--- src/rtl/miner_sweep_ctrl.sv ---
// Nonce-sweep controller for the SHA-256d datapath. It issues interleaved nonce groups to NUM_CORES cores,
// checks each core hash LATENCY cycles later and queues winning nonces. Optional: MINER_SWEEP_CTRL_STATS_EN.
module miner_sweep_ctrl #(
  parameter int LOOP_LOG2  = 0,
  parameter int NUM_CORES  = 2,
  parameter int DIFFICULTY = 4,
  parameter int LATENCY    = 130,
  parameter int FIFO_DEPTH = 4
) (
  input  logic                      hash_clk,
  input  logic                      rst,
  // job_* and gold_* are valid/ready pairs: a transfer happens on a hash_clk edge where both are high;
  // gold_nonce holds steady while gold_valid && !gold_ready.
  input  logic                      job_valid,
  output logic                      job_ready,
  input  logic [255:0]              job_midstate,
  input  logic [95:0]               job_tail,
  input  logic [31:0]               job_nonce_start,
  input  logic [31:0]               job_nonce_end,
  output logic [255:0]              core_state,
  output logic [95:0]               core_tail,
  output logic [32*NUM_CORES-1:0]   core_nonce,
  output logic [5:0]                core_cnt,
  output logic                      core_feedback,
  input  logic [256*NUM_CORES-1:0]  core_hash,
  output logic                      gold_valid,
  input  logic                      gold_ready,
  output logic [31:0]               gold_nonce,
  output logic                      busy,
  output logic                      done,
  output logic [7:0]                drop_count,
`ifdef MINER_SWEEP_CTRL_STATS_EN
  output logic [47:0]               stat_hashes,
`endif
  output logic [1:0]                state_dbg
);

  localparam int          LOOP     = 1 << LOOP_LOG2;
  localparam int          LANE_W   = (NUM_CORES > 1) ? $clog2(NUM_CORES) : 1;
  localparam int          WAIT_W   = $clog2(LATENCY + 1);
  localparam int          ADDR_W   = $clog2(FIFO_DEPTH);
  localparam logic [5:0]  CNT_MASK = 6'(LOOP - 1);
  localparam logic [31:0] STRIDE   = 32'(NUM_CORES);
  localparam logic [32:0] LAST_ADD = 33'(NUM_CORES - 1);

  typedef enum logic [1:0] {S_IDLE = 2'd0, S_RUN = 2'd1, S_DRAIN = 2'd2} state_t;
  state_t state_q, state_d;

  logic [31:0]          start_q, span_q, chk_base_q, pend_base_q;
  logic [31:0]          nonce_q [NUM_CORES];
  logic [WAIT_W-1:0]    wait_q;
  logic                 chk_done_q;
  logic [NUM_CORES-1:0] pend_q, hits, lane_ok, low_bit;
  logic [LANE_W-1:0]    low_idx;
  logic [3:0]           hit_cnt;
  logic [31:0]          fifo_mem [FIFO_DEPTH];
  logic [ADDR_W:0]      wr_ptr_q, rd_ptr_q;
  logic                 accept, issue, issue_last, check, chk_last;
  logic                 pend_empty, load_pend, drop_new;
  logic                 fifo_full, pop, push_req, push, push_drop;
  logic [31:0]          issue_off, chk_off;
  logic [4:0]           drop_inc;
  logic [8:0]           drop_sum;
  logic [7:0]           drop_d;
  logic                 unused_hash;

  // Offsets are taken relative to start so that a sweep across the 2^32 wrap needs no special case.
  always_comb begin
    accept     = (state_q == S_IDLE) && job_valid;
    issue      = (state_q == S_RUN) && (core_cnt == 6'd0);
    issue_off  = nonce_q[0] - start_q;
    issue_last = ({1'b0, issue_off} + LAST_ADD) >= {1'b0, span_q};
    check      = (state_q != S_IDLE) && (wait_q == '0) && (core_cnt == 6'd0) && !chk_done_q;
    chk_off    = chk_base_q - start_q;
    chk_last   = ({1'b0, chk_off} + LAST_ADD) >= {1'b0, span_q};
  end

  always_comb begin
    lane_ok = '0;
    hits    = '0;
    hit_cnt = '0;
    for (int k = 0; k < NUM_CORES; k++) begin
      lane_ok[k] = (chk_off + 32'(k)) <= span_q;
      hits[k]    = check && lane_ok[k] && (core_hash[256*k+255 -: DIFFICULTY] == '0);
      hit_cnt    = hit_cnt + 4'(hits[k]);
    end
  end

  always_comb begin
    low_idx = '0;
    for (int k = NUM_CORES - 1; k >= 0; k--) begin
      if (pend_q[k]) low_idx = LANE_W'(k);
    end
    low_bit    = pend_q & (~pend_q + NUM_CORES'(1));
    pend_empty = (pend_q == '0);
    load_pend  = (hits != '0) && pend_empty;
    drop_new   = (hits != '0) && !pend_empty;
    fifo_full  = (wr_ptr_q[ADDR_W] != rd_ptr_q[ADDR_W]) &&
                 (wr_ptr_q[ADDR_W-1:0] == rd_ptr_q[ADDR_W-1:0]);
    pop        = gold_valid && gold_ready;
    push_req   = !pend_empty;
    push       = push_req && (!fifo_full || pop);
    push_drop  = push_req && !push;
    drop_inc   = (drop_new ? {1'b0, hit_cnt} : 5'd0) + {4'd0, push_drop};
    drop_sum   = {1'b0, drop_count} + {4'd0, drop_inc};
    drop_d     = (drop_sum > 9'd255) ? 8'hFF : drop_sum[7:0];
  end

  always_comb begin
    state_d = state_q;
    done    = 1'b0;
    case (state_q)
      S_IDLE:  if (job_valid) state_d = S_RUN;
      S_RUN:   if (issue && issue_last) state_d = S_DRAIN;
      S_DRAIN: if (chk_done_q && pend_empty) begin
        done    = 1'b1;
        state_d = S_IDLE;
      end
      default: state_d = S_IDLE;
    endcase
  end

  assign job_ready     = (state_q == S_IDLE);
  assign busy          = (state_q != S_IDLE);
  assign core_feedback = !issue;
  assign state_dbg     = state_q;
  assign gold_valid    = (wr_ptr_q != rd_ptr_q);
  assign gold_nonce    = fifo_mem[rd_ptr_q[ADDR_W-1:0]];
  assign unused_hash   = ^core_hash;

  for (genvar g = 0; g < NUM_CORES; g++) begin : g_lane
    assign core_nonce[32*g +: 32] = nonce_q[g];
  end

  always_ff @(posedge hash_clk) begin
    if (rst) state_q <= S_IDLE;
    else     state_q <= state_d;
  end

  always_ff @(posedge hash_clk) begin
    if (rst) begin
      start_q     <= '0;
      span_q      <= '0;
      chk_base_q  <= '0;
      pend_base_q <= '0;
      wait_q      <= '0;
      chk_done_q  <= 1'b0;
      pend_q      <= '0;
      core_cnt    <= '0;
      core_state  <= '0;
      core_tail   <= '0;
      drop_count  <= '0;
      wr_ptr_q    <= '0;
      rd_ptr_q    <= '0;
      for (int k = 0; k < NUM_CORES; k++) nonce_q[k] <= '0;
    end else begin
      if (accept) begin
        start_q    <= job_nonce_start;
        span_q     <= job_nonce_end - job_nonce_start;
        chk_base_q <= job_nonce_start;
        wait_q     <= WAIT_W'(LATENCY);
        chk_done_q <= 1'b0;
        core_cnt   <= '0;
        core_state <= job_midstate;
        core_tail  <= job_tail;
        drop_count <= '0;
        for (int k = 0; k < NUM_CORES; k++) nonce_q[k] <= job_nonce_start + 32'(k);
      end else begin
        // Counter runs on after the last issue so the last group still gets its LOOP rounds.
        if ((state_q != S_IDLE) || (core_cnt != 6'd0)) core_cnt <= (core_cnt + 6'd1) & CNT_MASK;
        if ((state_q != S_IDLE) && (wait_q != '0)) wait_q <= wait_q - 1'b1;
        if (issue && !issue_last) begin
          for (int k = 0; k < NUM_CORES; k++) nonce_q[k] <= nonce_q[k] + STRIDE;
        end
        if (check) begin
          chk_base_q <= chk_base_q + STRIDE;
          if (chk_last) chk_done_q <= 1'b1;
        end
        drop_count <= drop_d;
      end
      if (load_pend) begin
        pend_q      <= hits;
        pend_base_q <= chk_base_q;
      end else if (!pend_empty) begin
        pend_q <= pend_q & ~low_bit;
      end
      if (push) wr_ptr_q <= wr_ptr_q + 1'b1;
      if (pop)  rd_ptr_q <= rd_ptr_q + 1'b1;
    end
  end

  always_ff @(posedge hash_clk) begin
    if (push) fifo_mem[wr_ptr_q[ADDR_W-1:0]] <= pend_base_q + 32'(low_idx);
  end

`ifdef MINER_SWEEP_CTRL_STATS_EN
  logic [3:0]  lane_cnt;
  logic [48:0] stat_sum;

  always_comb begin
    lane_cnt = '0;
    for (int k = 0; k < NUM_CORES; k++) lane_cnt = lane_cnt + 4'(lane_ok[k]);
    stat_sum = {1'b0, stat_hashes} + 49'(lane_cnt);
  end

  always_ff @(posedge hash_clk) begin
    if (rst)         stat_hashes <= '0;
    else if (accept) stat_hashes <= '0;
    else if (check)  stat_hashes <= stat_sum[48] ? '1 : stat_sum[47:0];
  end
`endif

endmodule

--- config.mk ---
export PLATFORM = sky130hd
export DESIGN_NAME = miner_sweep_ctrl
export DESIGN_NICKNAME = d
export VERILOG_FILES = /design/src/rtl/miner_sweep_ctrl.sv
export SDC_FILE = /design/constraint.sdc
export NUM_CORES = 1
export LEC_CHECK = 0
export CORE_AREA = 3 3 548 550
export CTS_BUF_LIST = sky130_fd_sc_hd__clkbuf_8
export CTS_CLUSTER_DIAMETER = 200
export DETAILED_ROUTE_END_ITERATION = 6
export DIE_AREA = 0 0 551 553
export HOLD_SLACK_MARGIN = 0.08
export PLACE_DENSITY = 0.31
export SLEW_MARGIN = 25
export SYNTH_ARGS = -nofsm -noshare
export SYNTH_HDL_FRONTEND = slang
export SYNTH_SLANG_ARGS = --single-unit
--- constraint.sdc ---
create_clock -name hash_clk -period 10.6 [get_ports hash_clk]
set_input_delay 3.18 -clock hash_clk [delete_from_list [all_inputs] [get_ports hash_clk]]
set_output_delay 3.18 -clock hash_clk [all_outputs]
set_load 0.02 [all_outputs]
==> results_dict.tcl, run 1 <==
set metrics [dict create \
    status "completed" \
    numPortBuffers 890 \
    ir_drop_uv 95.1 \
    power_density_mw_per_mm2 264 \
    antenna_left 0 \
    hold_depth 2 \
    synthTopCellsByCount "dfxtp_1, a22o_1, nand2_1" \
    hold_start "span_q[16]$_SDFFE_PP0P_" \
    fillers 33200 \
    synth_cell_types 93 \
    cp_max_fo 6 \
    rsz0062_at_grt "no" \
    finalMaxSlewViolations 0 \
    vias 31600 \
    yosys_warnings 0 \
    dp_hpwl_um 196000 \
    r2r_slack_ns 2.55 \
    cap_violations 0 \
    route.detailed.drc 0 \
    drtIter0Drc 1920 \
    cts_buffers 161 \
    wl_um 241000 \
    syn_inst 3431 \
    min_to "span_q[16]$_SDFFE_PP0P_" \
    end_kind "flop" \
    path_clk_slew_ns 0.05 \
    slew-limit-headroom_pct 26.3 \
    initial_core_util_pct 11.7 \
    synth_top_cell_by_area "dfxtp_1" \
    ys_seq_elements 701 \
    first_global_vias 32400 \
    vias_per_cell 3.75 \
    cts_tree "yes" \
    synth.avg_cell_area_um2 10.1 \
    ys_seq_area_share_pct 46.2 \
    clockBufferDepth 4 \
    crit_type "reg2reg" \
    h-tree-depth 4 \
    synth_top_area_share_pct 29.5 \
    power.leakage_uw 0.0182 \
    setup_viol 0 \
    cp-start-kind "flop" \
    grt_pass1_wl_um 313000 \
    slowest_stage "dfxtp_1" \
    finalCriticalPeriod_ns 8.05 \
    row_count 200 \
    cts_sinks 701 \
    drive_above_1_share_pct 7.48 \
    max_freq_mhz 124 \
    cp.required_ns 11.48 \
    cts_root_buf "clkbuf_8" \
    fin_crit_sh_pct 75.9 \
    hold_class "reg2reg" \
    grt_max_degree 180 \
    finalPower_uw 13500 \
    die_area_mm2 0.305 \
    core_mm2 0.296 \
    antenna_found_initial 151 \
    synth_ff_type "dfxtp_1" \
    gp_congestion 0.882 \
    synth_area_leaders "dfxtp_1, edfxtp_1, a22o_1" \
    tns_ns 0 \
    drtPass1Iterations 5 \
    r2r-end "drop_count[4]$_SDFF_PP0_" \
    io_pins 1401 \
    ys_async_sr_fraction_pct 0 \
    grt_usage_pct 15.3 \
    finalClockSkew_ns 0.0850 \
    areaGrowthSynthToFinish_pct 48.1 \
    cts_resized 0 \
    hold_buffers 0 \
    cp_data_arrival_time_ns 8.93 \
    clk_latency_ns 0.95 \
    synth_edf_count 192 \
    wl_per_cell_um 28.5 \
    die_w_um 551 \
    grt-ovfl-total 0 \
    r2r_cells 29 \
    post_cts_buffers 0 \
    slowest_delay_ns 0.54 \
    reg2reg_from "chk_base_q[0]$_SDFFE_PP0P_" \
    syn-cell-area_mm2 0.0346 \
    synth_most_common_cell "dfxtp_1" \
    finalHoldViolCount 0 \
    die_height_um 553 \
    worstMarginPinSlew_ns 1.10 \
    final_nets 5504 \
]
[critical path, delay by kind of cell (launching register included)]
kind | cells | cell delay, ns
AND/OR/NAND/NOR | 12 | 3.06
adder cells (fa/ha/maj) | 6 | 1.89
flip-flops | 1 | 0.54
XOR/XNOR | 2 | 0.70
buffers and inverters | 3 | 0.31
AO/OA/AOI/OAI | 6 | 1.47
[logic make-up (layout without fill, tap and decap cells)]
| family | after synthesis | after routing | synth area share (%) |
|---|---|---|---|
| buffers and inverters | 317 | 1362 | 3.70 |
| XOR/XNOR | 264 | 264 | 6.73 |
| adder cells (fa/ha/maj) | 212 | 212 | 7.78 |
| AO/OA/AOI/OAI | 1005 | 1005 | 20.7 |
| flip-flops | 701 | 701 | 46.2 |
| AND/OR/NAND/NOR | 893 | 893 | 12.6 |
| other | 1 | 25 | 0.0109 |
| multiplexers | 38 | 38 | 2.27 |
[area by class of cell]
| class | count | area, µm² | area share [%] |
|---|---|---|---|
| multi-input cells | 2418 | 17400 | 34.0 |
| flip-flops and latches | 701 | 16000 | 31.2 |
| repair buffers | 925 | 9160 | 17.9 |
| well taps | 3939 | 4930 | 9.63 |
| clock buffers | 189 | 2600 | 5.08 |
| inverters | 153 | 574 | 1.12 |
| clock inverters | 95 | 541 | 1.06 |
| diodes | 19 | 47.5 | 0.0929 |
[how the worst max path moves through the flow]
stage / start / endpoint / slack, ns
floorplan: nonce_q[0][0]$_SDFFCE_PN0P_ / nonce_q[0][10]$_DFFE_PP_ / 3.75
global placement: chk_base_q[0]$_SDFFE_PP0P_ / drop_count[4]$_SDFF_PP0_ / 2.40
detailed placement: chk_base_q[0]$_SDFFE_PP0P_ / drop_count[4]$_SDFF_PP0_ / 2.33
CTS: chk_base_q[0]$_SDFFE_PP0P_ / drop_count[4]$_SDFF_PP0_ / 2.36
global route: chk_base_q[0]$_SDFFE_PP0P_ / drop_count[4]$_SDFF_PP0_ / 1.93
finish: chk_base_q[0]$_SDFFE_PP0P_ / drop_count[4]$_SDFF_PP0_ / 2.55
[through the flow]
step | utilization, % | hold WS (ns) | setup WS, ns | std cells | instance area, µm²
CTS | 17.3 | 0.452 | 2.36 | 8420 | 51200
finish | 17.3 | 0.450 | 2.55 | 8439 | 51200
global placement | 16.2 | 0.447 | 2.40 | 8136 | 48100
floorplan | - | 0.432 | 3.75 | 3436 | 34600
detailed placement | 16.2 | 0.446 | 2.33 | 8136 | 48100
global route | 17.3 | 0.471 | 1.93 | 8427 | 51200
[state kept, by name (all words and copies together) (netlist names), named ones only]
register,count
core_state,256
fifo_mem,128
core_tail,96
nonce_q,64
chk_base_q,32
pend_base_q,32
span_q,32
start_q,32
drop_count,8
wait_q,8
rd_ptr_q,3
wr_ptr_q,3
pend_q,2
state_dbg,2
chk_done_q,1
[placed cells by master (no fill, tap or decap), types with 108 or more instances in the layout]
master           count
ha_1               207
xnor2_1            165
a21oi_1            203
nand2_1            295
edfxtp_1           192
a22o_1             353
o21ai_0            108
clkdlybuf4s50_1    877
nor2_1             176
clkbuf_8           189
dfxtp_1            508
inv_1              207
[routing by layer]
layer	global-route usage [%]	vias up	wire length [µm]
li1	-	14600	-
met1	17.2	15200	93000
met2	24.6	1353	108000
met3	9.37	481	33200
met4	3.02	2	6240
met5	0	-	13
[where the power goes]
group	switching, µW	internal (µW)
Clock	1520	1720
Sequential	417	3190
Combinational	4060	2610
No activity file was read; power rests on OpenSTA's default activity.
==> run 2: changes to the inputs <==
clock period = 7.8 ns   (was 10.6 ns; I/O delays follow)
==> results_dict.tcl, run 2 (synthesis results as in run 1) <==
set metrics [dict create \
    status "completed" \
    numPortBuffers 890 \
    slew-limit-headroom_pct 29.6 \
    hold_buffers 0 \
    row_count 200 \
    worstMarginPinSlew_ns 1.05 \
    final_nets 5610 \
    cts_tree "yes" \
    grt_usage_pct 15.0 \
    slowest_delay_ns 0.48 \
    gp_congestion 0.852 \
    drive_above_1_share_pct 9.86 \
    grt_max_degree 170 \
    rsz0062_at_grt "no" \
    areaGrowthSynthToFinish_pct 50.7 \
    fin_cells 8548 \
    ir_drop_uv 126 \
    path_buf_inv 7 \
    dp_hpwl_um 195000 \
    largest-register "core_state" \
    grt_pass1_wl_um 309000 \
    finalMaxSlewViolations 0 \
    place_inst 8243 \
    path_clk_slew_ns 0.06 \
    power_density_mw_per_mm2 360 \
    path_delay_family "simple AND/OR/NAND/NOR gates" \
    setup_viol 0 \
    cts_sinks 701 \
    largest_reg_flops 256 \
    cp-start-kind "flop" \
    fin_crit_sh_pct 93.6 \
    utilization_pct 17.6 \
    clk_latency_ns 0.94 \
    final_cell_mix "clkdlybuf4s50_1, dfxtp_1, a22o_1, nand2_1, inv_1" \
    cap_violations 0 \
    die_w_um 551 \
    cts_root_buf "clkbuf_8" \
    drtIter0Drc 2072 \
    finalHoldViolCount 0 \
    h-tree-depth 4 \
    first_global_vias 32500 \
    finalClockSkew_ns 0.112 \
    die_area_mm2 0.305 \
    finalInstanceArea_mm2 0.0521 \
    finalCriticalPeriod_ns 7.30 \
    post_cts_buffers 0 \
    core_mm2 0.296 \
    mostFrequentLayoutCell "clkdlybuf4s50_1" \
    wl_um 238000 \
    wl_per_cell_um 27.8 \
    slowest_stage "or3_1" \
    max_freq_mhz 137 \
    hold_class "reg2reg" \
    grt-ovfl-total 0 \
    clockBufferDepth 4 \
    antenna_found_initial 156 \
    vias_per_cell 3.77 \
    route.detailed.drc 0 \
    antenna_left 0 \
    drtPass1Iterations 7 \
    die_height_um 553 \
    power.leakage_uw 0.0188 \
    crit_type "reg2reg" \
    io_pins 1401 \
    cp_data_arrival_time_ns 8.17 \
    cp_max_fo 5 \
    end_kind "flop" \
    cts_buffers 160 \
    tns_ns 0 \
    vias 32200 \
    r2r_slack_ns 0.50 \
    cp.required_ns 8.67 \
    placedInstanceArea_mm2 0.0490 \
    initial_core_util_pct 11.7 \
]
==> run 2: cell types whose count changed in the layout (fill, tap and decap cells not counted), sizes merged <==
| cell | previous run | this run |
|---|---|---|
| buf | 48 | 159 |
| clkinv | 27 | 19 |
| clkdlybuf4s50 | 877 | 873 |
| diode | 19 | 24 |
| bufinv | 4 | 3 |
| inv | 215 | 221 |
==> run 2: tightest hold or removal path, cell delays in order, from the launching register on <==
cell	delay [ns]
dfxtp_1	0.30
nand2_1	0.05
a21oi_1	0.05
==> run 2: final timing paths <==
kind,startpoint,depth (start not counted),to
min reg2reg,span_q[25]$_SDFFE_PP0P_,2,span_q[25]$_SDFFE_PP0P_
max reg2reg,start_q[2]$_SDFFE_PP0P_,32,drop_count[4]$_SDFF_PP0_
min,span_q[25]$_SDFFE_PP0P_,2,span_q[25]$_SDFFE_PP0P_
max,start_q[2]$_SDFFE_PP0P_,32,drop_count[4]$_SDFF_PP0_
==> run 2: routing by layer <==
metal,global-route usage (%),wire length (µm),up-vias
met5,0,11,-
met4,3.70,6740,2
met3,9.17,32100,467
met2,23.5,105000,1400
met1,17.1,93800,15500
li1,-,-,14800
==> run 2: per-stage QoR <==
stage	total power [µW]	setup WS [ns]	hold WS [ns]
after floorplan	10300	0.955	0.432
after CTS	19200	0.359	0.452
final	18800	0.503	0.450
after detailed placement	14600	0.384	0.446
after global routing	20200	0.0252	0.470
after global placement	14600	0.403	0.445
==> run 2: power breakdown <==
part	total [µW]	internal, µW	switching, µW	leakage, µW
clock network	4330	2300	2030	0.00183
registers	4840	4340	502	0.00578
logic	9590	3910	5670	0.0112
total	18800	10600	8200	0.0188
==> run 2: timing repair <==
item	in CTS	in global routing
setup endpoints to repair	0	7
resized for setup	0	2
endpoints found under the hold margin	0	0
==> run 2: cell type report <==
class | instances | area, µm²
Antenna cell | 24 | 60.1
Clock buffer | 189 | 2600
Clock inverter | 92 | 505
Fill cell | 33000 | 244000
Inverter | 153 | 574
Multi-Input combinational cell | 2418 | 17400
Sequential cell | 701 | 16000
Tap cell | 3939 | 4930
Timing Repair Buffer | 1032 | 10000
==> run 3: changes to the inputs <==
CTS_CLUSTER_SIZE = 25   (was default)
==> results_dict.tcl, run 3 (synthesis results as in run 1) <==
set metrics [dict create \
    max_freq_mhz 137 \
    hold_start "span_q[25]$_SDFFE_PP0P_" \
    h-tree-depth 2 \
    clockBufferDepth 3 \
    largest_reg_flops 256 \
    areaGrowthSynthToFinish_pct 43.5 \
    numPortBuffers 890 \
    drtPass1Iterations 5 \
    met2_usage_pct 23.3 \
    slew-limit-headroom_pct 23.6 \
    r2r_cells 33 \
    die_w_um 551 \
    hold_buffers 0 \
    grt_pass1_wl_um 304000 \
    grt_use_met3_pct 8.11 \
    status "completed" \
    mostFrequentLayoutCell "clkdlybuf4s50_1" \
    wl_um 234000 \
    final_cell_mix "clkdlybuf4s50_1, dfxtp_1, a22o_1, nand2_1, ha_1" \
    setup_viol 0 \
    crit_type "reg2reg" \
    io_pins 1401 \
    antenna_left 0 \
    min_to "span_q[25]$_SDFFE_PP0P_" \
    hold_class "reg2reg" \
    cp_max_fo 5 \
    slowest_stage "or3_1" \
    drtIter0Drc 2045 \
    final_nets 5485 \
    post_cts_buffers 0 \
    finalClockSkew_ns 0.0888 \
    layout_setup_ws_ns 0.515 \
    die_area_mm2 0.305 \
    core_mm2 0.296 \
    tns_ns 0 \
    cp_data_arrival_time_ns 8.06 \
    die_height_um 553 \
    slowest_delay_ns 0.48 \
    path_delay_family "simple AND/OR/NAND/NOR gates" \
    power.leakage_uw 0.0173 \
    cp.required_ns 8.58 \
    path_clk_slew_ns 0.18 \
    grt_max_degree 170 \
    busiest_layer "met2" \
    fin_crit_sh_pct 93.4 \
    cap_violations 0 \
    cts_resized 0 \
    rsz0062_at_grt "no" \
    cts_root_buf "clkbuf_8" \
    crit_start "start_q[2]$_SDFFE_PP0P_" \
    path_common_cell "buf_4" \
    finalCriticalPeriod_ns 7.29 \
    ir_drop_uv 149 \
    initial_core_util_pct 11.7 \
    power_density_mw_per_mm2 329 \
    grt-ovfl-total 0 \
    hold_depth 2 \
    met1_usage_pct 17.4 \
    reg2reg_from "start_q[2]$_SDFFE_PP0P_" \
    dp_hpwl_um 195000 \
    antenna_found_initial 157 \
    largest-register "core_state" \
    cp-start-kind "flop" \
    cts_tree "yes" \
    regArea_mm2 0.0160 \
    clk_latency_ns 0.84 \
    finalHoldViolCount 0 \
    end_kind "flop" \
    fillers 33100 \
    multi_input_area_mm2 0.0174 \
    worstMarginPinSlew_ns 1.14 \
    drive_above_1_share_pct 6.31 \
    vias 31200 \
    r2r_slack_ns 0.51 \
    finalMaxSlewViolations 0 \
    cts_buffers 35 \
    first_global_vias 31100 \
    gp_congestion 0.852 \
    path_buf_inv 8 \
    route.detailed.drc 0 \
    dp_slack_ns 0.384 \
    grt_usage_pct 14.8 \
    vias_per_cell 3.75 \
    wl_per_cell_um 28.1 \
    row_count 200 \
    cts_sinks 701 \
    r2r-end "drop_count[4]$_SDFF_PP0_" \
]
-- run 3: changes by cell type in the layout (fill, tap and decap cells not counted), moves of 5 or more --
cell      change
inv_1        -48
diode_2       -5
clkbuf_8    -154
inv_6         -5
clkinv_2     -17
-- run 3: power by group --
part           switching [µW]  internal, µW
sequential                502          4330
clock                    1410           473
combinational            5670          3920
total                    7590          8710
-- run 3: stage by stage --
step                      hold slack [ns]  instances  util [%]  cell area, µm²  total power (µW)
final                               0.459       8316      16.7           49600             16300
after global placement              0.445       8243      16.5           49000             14600
after global routing                0.481       8311      16.7           49600             17700
after CTS                           0.462       8297      16.7           49600             16600
after floorplan                     0.432       3436         -           34600             10300
after detailed placement            0.446       8243      16.5           49000             14600
-- run 3: cell type report --
cell class / count / share of cell area [%]
Multi-Input combinational cell: 2418 / 35.1
Sequential cell: 701 / 32.2
Timing Repair Buffer: 1032 / 20.3
Tap cell: 3939 / 9.94
Inverter: 153 / 1.16
Clock buffer: 35 / 0.972
Clock inverter: 19 / 0.305
Antenna cell: 19 / 0.0959
-- run 3: how the worst max path moves through the flow --
stage / endpoint / depth (start not counted)
after floorplan: nonce_q[0][10]$_DFFE_PP_ / 24
after global placement: drop_count[4]$_SDFF_PP0_ / 32
after detailed placement: drop_count[4]$_SDFF_PP0_ / 30
after CTS: drop_count[4]$_SDFF_PP0_ / 30
after global routing: drop_count[4]$_SDFF_PP0_ / 36
final: drop_count[4]$_SDFF_PP0_ / 33
-- run 3: layer usage --
layer,vias up,wire length [µm]
met5,-,61
met4,8,6290
met3,359,29900
met2,1218,104000
met1,15100,93800
li1,14400,-
-- run 3: worst min-delay path, cell delays in order, from the launching register on --
cell,delay [ns]
dfxtp_1,0.33
nand2_1,0.05
a21oi_1,0.05
